<file path="src/rtl/serial_frame_tx.sv">
// Serial frame transmitter: queues {d1,d0,mark} requests and sends continuous
// 3-bit frames (d1, d0, parity) MSB-first, filling gaps with idle 000 frames.
module serial_frame_tx #(
    parameter int DEPTH = 4,
    parameter int CNT_W = 8,
    localparam int AW   = (DEPTH > 1) ? $clog2(DEPTH) : 1,
    localparam int LW   = $clog2(DEPTH) + 1
) (
    input  logic             clk,
    input  logic             rst_n,
    input  logic             in_valid,
    output logic             in_ready,
    input  logic [1:0]       in_data,
    input  logic             in_mark,
    output logic             ser_out,
    output logic             frame_start,
    output logic [1:0]       bit_idx,
    output logic             idle_frame,
    output logic [LW-1:0]    fifo_level,
    output logic [CNT_W-1:0] sent_count
);

    logic [1:0]       bit_idx_q;
    logic [2:0]       frm_q;
    logic             idle_q;
    logic [AW-1:0]    wr_ptr_q;
    logic [AW-1:0]    rd_ptr_q;
    logic [LW-1:0]    level_q;
    logic [LW-1:0]    level_d;
    logic [CNT_W-1:0] sent_q;
    logic [2:0]       mem_q [DEPTH];

    logic       load;
    logic       empty;
    logic       push;
    logic       pop;
    logic [2:0] head;

    assign load  = (bit_idx_q == 2'd2);
    assign empty = (level_q == '0);
    assign push  = in_valid && in_ready;
    // Pop only uses the level before this edge, so a same-edge push is never bypassed.
    assign pop   = load && !empty;
    assign head  = mem_q[rd_ptr_q];

    always_comb begin
        level_d = level_q;
        case ({push, pop})
            2'b10:   level_d = level_q + LW'(1);
            2'b01:   level_d = level_q - LW'(1);
            default: level_d = level_q;
        endcase
    end

    // NOTE: sequential state uses non-blocking assignments so every register
    // samples pre-edge values regardless of statement order.
    always_ff @(posedge clk or negedge rst_n) begin
        if (!rst_n) begin
            bit_idx_q <= 2'd0;
            frm_q     <= 3'b000;
            idle_q    <= 1'b1;
            wr_ptr_q  <= '0;
            rd_ptr_q  <= '0;
            level_q   <= '0;
            sent_q    <= '0;
        end else begin
            bit_idx_q <= load ? 2'd0 : bit_idx_q + 2'd1;
            level_q   <= level_d;
            if (push) begin
                wr_ptr_q <= AW'(wr_ptr_q + AW'(1));
            end
            if (load) begin
                if (!empty) begin
                    frm_q    <= {head[2], head[1], ^head};
                    idle_q   <= 1'b0;
                    sent_q   <= sent_q + CNT_W'(1);
                    rd_ptr_q <= AW'(rd_ptr_q + AW'(1));
                end else begin
                    frm_q  <= 3'b000;
                    idle_q <= 1'b1;
                end
            end
        end
    end

    // NOTE: the storage array has no reset; the level and pointers alone
    // decide which entries are valid, so stale contents are never observed.
    always_ff @(posedge clk) begin
        if (push) begin
            mem_q[wr_ptr_q] <= {in_data, in_mark};
        end
    end

    assign in_ready    = (level_q != LW'(DEPTH));
    assign ser_out     = frm_q[2'd2 - bit_idx_q];
    assign frame_start = (bit_idx_q == 2'd0);
    assign bit_idx     = bit_idx_q;
    assign idle_frame  = idle_q;
    assign fifo_level  = level_q;
    assign sent_count  = sent_q;

endmodule

</file>
<file path="config.mk">
export PLATFORM = sky130hd
export DESIGN_NAME = serial_frame_tx
export DESIGN_NICKNAME = d
export VERILOG_FILES = /design/src/rtl/serial_frame_tx.sv
export SDC_FILE = /design/constraint.sdc
export NUM_CORES = 1
export LEC_CHECK = 0
export BUFFER_PORTS_ARGS = -buffer_cell sky130_fd_sc_hd__clkbuf_2
export CAP_MARGIN = 5
export CORE_ASPECT_RATIO = 1.5
export CORE_MARGIN = 1
export CORE_UTILIZATION = 45
export DETAILED_ROUTE_END_ITERATION = 7
export PLACE_DENSITY = 0.66
export SLEW_MARGIN = 10
export SYNTH_ARGS = -nofsm -noshare
export SYNTH_HDL_FRONTEND = slang
export SYNTH_SLANG_ARGS = --single-unit
</file>
<file path="constraint.sdc">
create_clock -name clk -period 4.51 [get_ports clk]
set_input_delay 0.451 -clock clk [delete_from_list [all_inputs] [get_ports clk]]
set_output_delay 0.451 -clock clk [all_outputs]
set_load 0.1 [all_outputs]
</file>
==> results.cfg <==
[run_status]
outcome = finished clean

[synth]
yosysMostFrequentCell = dfrtp_1
synth-adder-area-share_pct = 8.968
synth_fp_nets = 125
synth_top_area_share_pct = 33.84
synth_xor_area_share_pct = 8.883
synthTopCellsByArea = dfrtp_1, edfxtp_1, ha_1
synth_ff_type = dfrtp_1
synth_edf_count = 12
synth_top_area_cell = dfrtp_1
ys_async_sr_fraction_pct = 63.64
syn_area_per_cell_sq_um = 13.57
ys_seq_area_share_pct = 59.98
yosys-top-cells-count = dfrtp_1, edfxtp_1, inv_1
synth_mux_area_share_pct = 6.261
synth_compound_area_share_pct = 3.215
ys_types = 24
synth-simple-area-share_pct = 8.629
synth-seq-cells = 33
synth_top_family_by_area = adder cells
ys_warn_count = 0
syn_inst = 109
mappedNetlistArea_sq_mm = 0.001479

[placed_design]
dp_hpwl_microns = 1904
routabilityCongestion = 0.7713
port_buffers = 22

[sta]
rsz0062_at_grt = no
finClkSkew_ns = 0.007834
slew_viol_final = 0
setup_viol = 0
period_minus_slack_ns = 2.301
max_freq_ghz = 0.4346
worst_pin_slew_ns = 0.5463
hold_viol = 0
fin_setup_tns_ns = 0
relSlewSlack_pct = 63.74
holdWs_ns = 0.1303
layout_worst_path_cycle_share_pct = 51.02

[floorplan]
dieHeight_microns = 72.21
num_io_pins = 23
die-area_sq_mm = 0.003525
initial_core_util_pct = 47.28
core_sq_mm = 0.003128
die_w_microns = 48.81
rows = 25

[cts]
htreeDepth = 2
cts.sinks = 33
clk_latency_ns = 0.29
cts_tree = done
clock-root-buffer = clkbuf_8
cts_hold_buf = 0
cts_buffer_depth = 2
clkTransAtPathRegs_ns = 0.07
cts_buffers = 5
postCtsResizedCells = 0
post_cts_buffers = 0

[global_routing]
antenna_found_initial = 0
grt_max_degree = 22
grt_pass1_vias = 934
grt_use_total_pct = 16.36
grt_first_pass_wirelength_microns = 4112
gr-total-overflow = 0

[detailed_routing]
wl_per_cell_microns = 13.68
ant_nets = 0
routed_via_density = 5.067
drt_first_pass_iters = 3
drc = 0
drt_iter0_markers = 14
num_vias = 902
finalWirelength_microns = 2435

[worst_setup_path]
path_class = flop to output port
crit_slowest_cell = clkbuf_2
critPathRequiredTime_ns = 4.06
cp-end-kind = output port
cp.arrival_ns = 1.85
max_stage_delay_ns = 0.47
path_max_fanout = 5
rrSetupSlack_ns = 2.26
path_cells = inv_1 > ha_1 > mux2i_1 > o21ai_0 > clkbuf_2
rr_startpoint = bit_idx[0]
critPathLaunchType = flop
rr_worst_depth = 10
r2r_end = fifo_level[2]

[hold_path]
hp-class = primary input to async pin

[finish]
area_growth_pct = 17.85
drive_gt1_share_pct = 26.81
nets = 153
insertedDiodeCount = 0

[job]
drv_cap = 0
[worst max-delay path: cells and delay by family (launching register included)]
family,cells,cell delay [ns]
flip-flops,1,0.41
multiplexers,1,0.12
AO/OA/AOI/OAI,1,0.14
adder cells (fa/ha/maj),1,0.33
buffers and inverters,2,0.56
[cells in the final DEF (no fill, tap or decap), types with 2 or more instances in the layout]
cell      instances
and3_1            4
clkbuf_2         22
clkbuf_8          5
dfrtp_1          20
edfxtp_1         12
ha_1              9
inv_1            12
mux4_2            2
nand2_1          11
nand3_1           3
nand4_1           2
nor2_1            4
o21ai_0           4
xnor2_1          11
xor2_1            4
[registers in the layout (all words and copies together) (netlist names)]
signal and flops:
mem_q 12, wr_ptr_q 2, fifo_level 3, bit_idx 2, sent_count 8, frm_q 3, rd_ptr_q 2, idle_frame 1
[cells by family after synthesis]
group                      Yosys count
muxes                                5
and+or+nand+nor                     26
AOI/OAI and AO/OA                    6
xor gates and xnor gates            15
adders and majority gates           10
DFF                                 33
buffers and inverters               14
[per-stage QoR]
step	cell area (sq um)	setup slack, ns	util, %	cells
final	1743	2.209	55.72	178
after CTS	1743	2.193	55.72	178
after global routing	1743	2.021	55.72	178
after detailed placement	1628	2.273	52.04	170
after global placement	1628	2.393	52.04	170
after floorplan	1479	0.3862	-	109
[cell type report]
cell class	count	area, sq um
fill	279	1385
clock inverter	3	46.29
multi-input combinational	62	531.8
tap	40	50.05
inverter	13	48.80
timing repair buffer	22	110.1
clock buffer	5	68.82
sequential	33	887.1
[routing by layer]
metal  up-vias  part of all wire [%]  global-route usage (%)  routed length [microns]
met5         -                     0                       0                        0
met4         0                   3.0                   9.804                       73
met3         8                   3.9                   5.031                       96
met2        21                    57                   29.01                     1387
met1       451                    36                   16.76                      878
li1        422                     -                       -                        -
[how the worst max path moves through the flow]
stage | from | slack [ns] | depth (start not counted) | end
2_1_floorplan | bit_idx[0] | 0.39 | 4 | ser_out
3_3_place_gp | bit_idx[0] | 2.39 | 10 | fifo_level[2]
3_5_place_dp | bit_idx[0] | 2.27 | 10 | fifo_level[2]
4_1_cts | bit_idx[0] | 2.19 | 5 | ser_out
5_1_grt | bit_idx[0] | 2.02 | 10 | fifo_level[2]
6_report | bit_idx[0] | 2.21 | 5 | ser_out
Power is not shown: default switching activity piles up to over one toggle a cycle in this logic, so the estimate is an artifact.
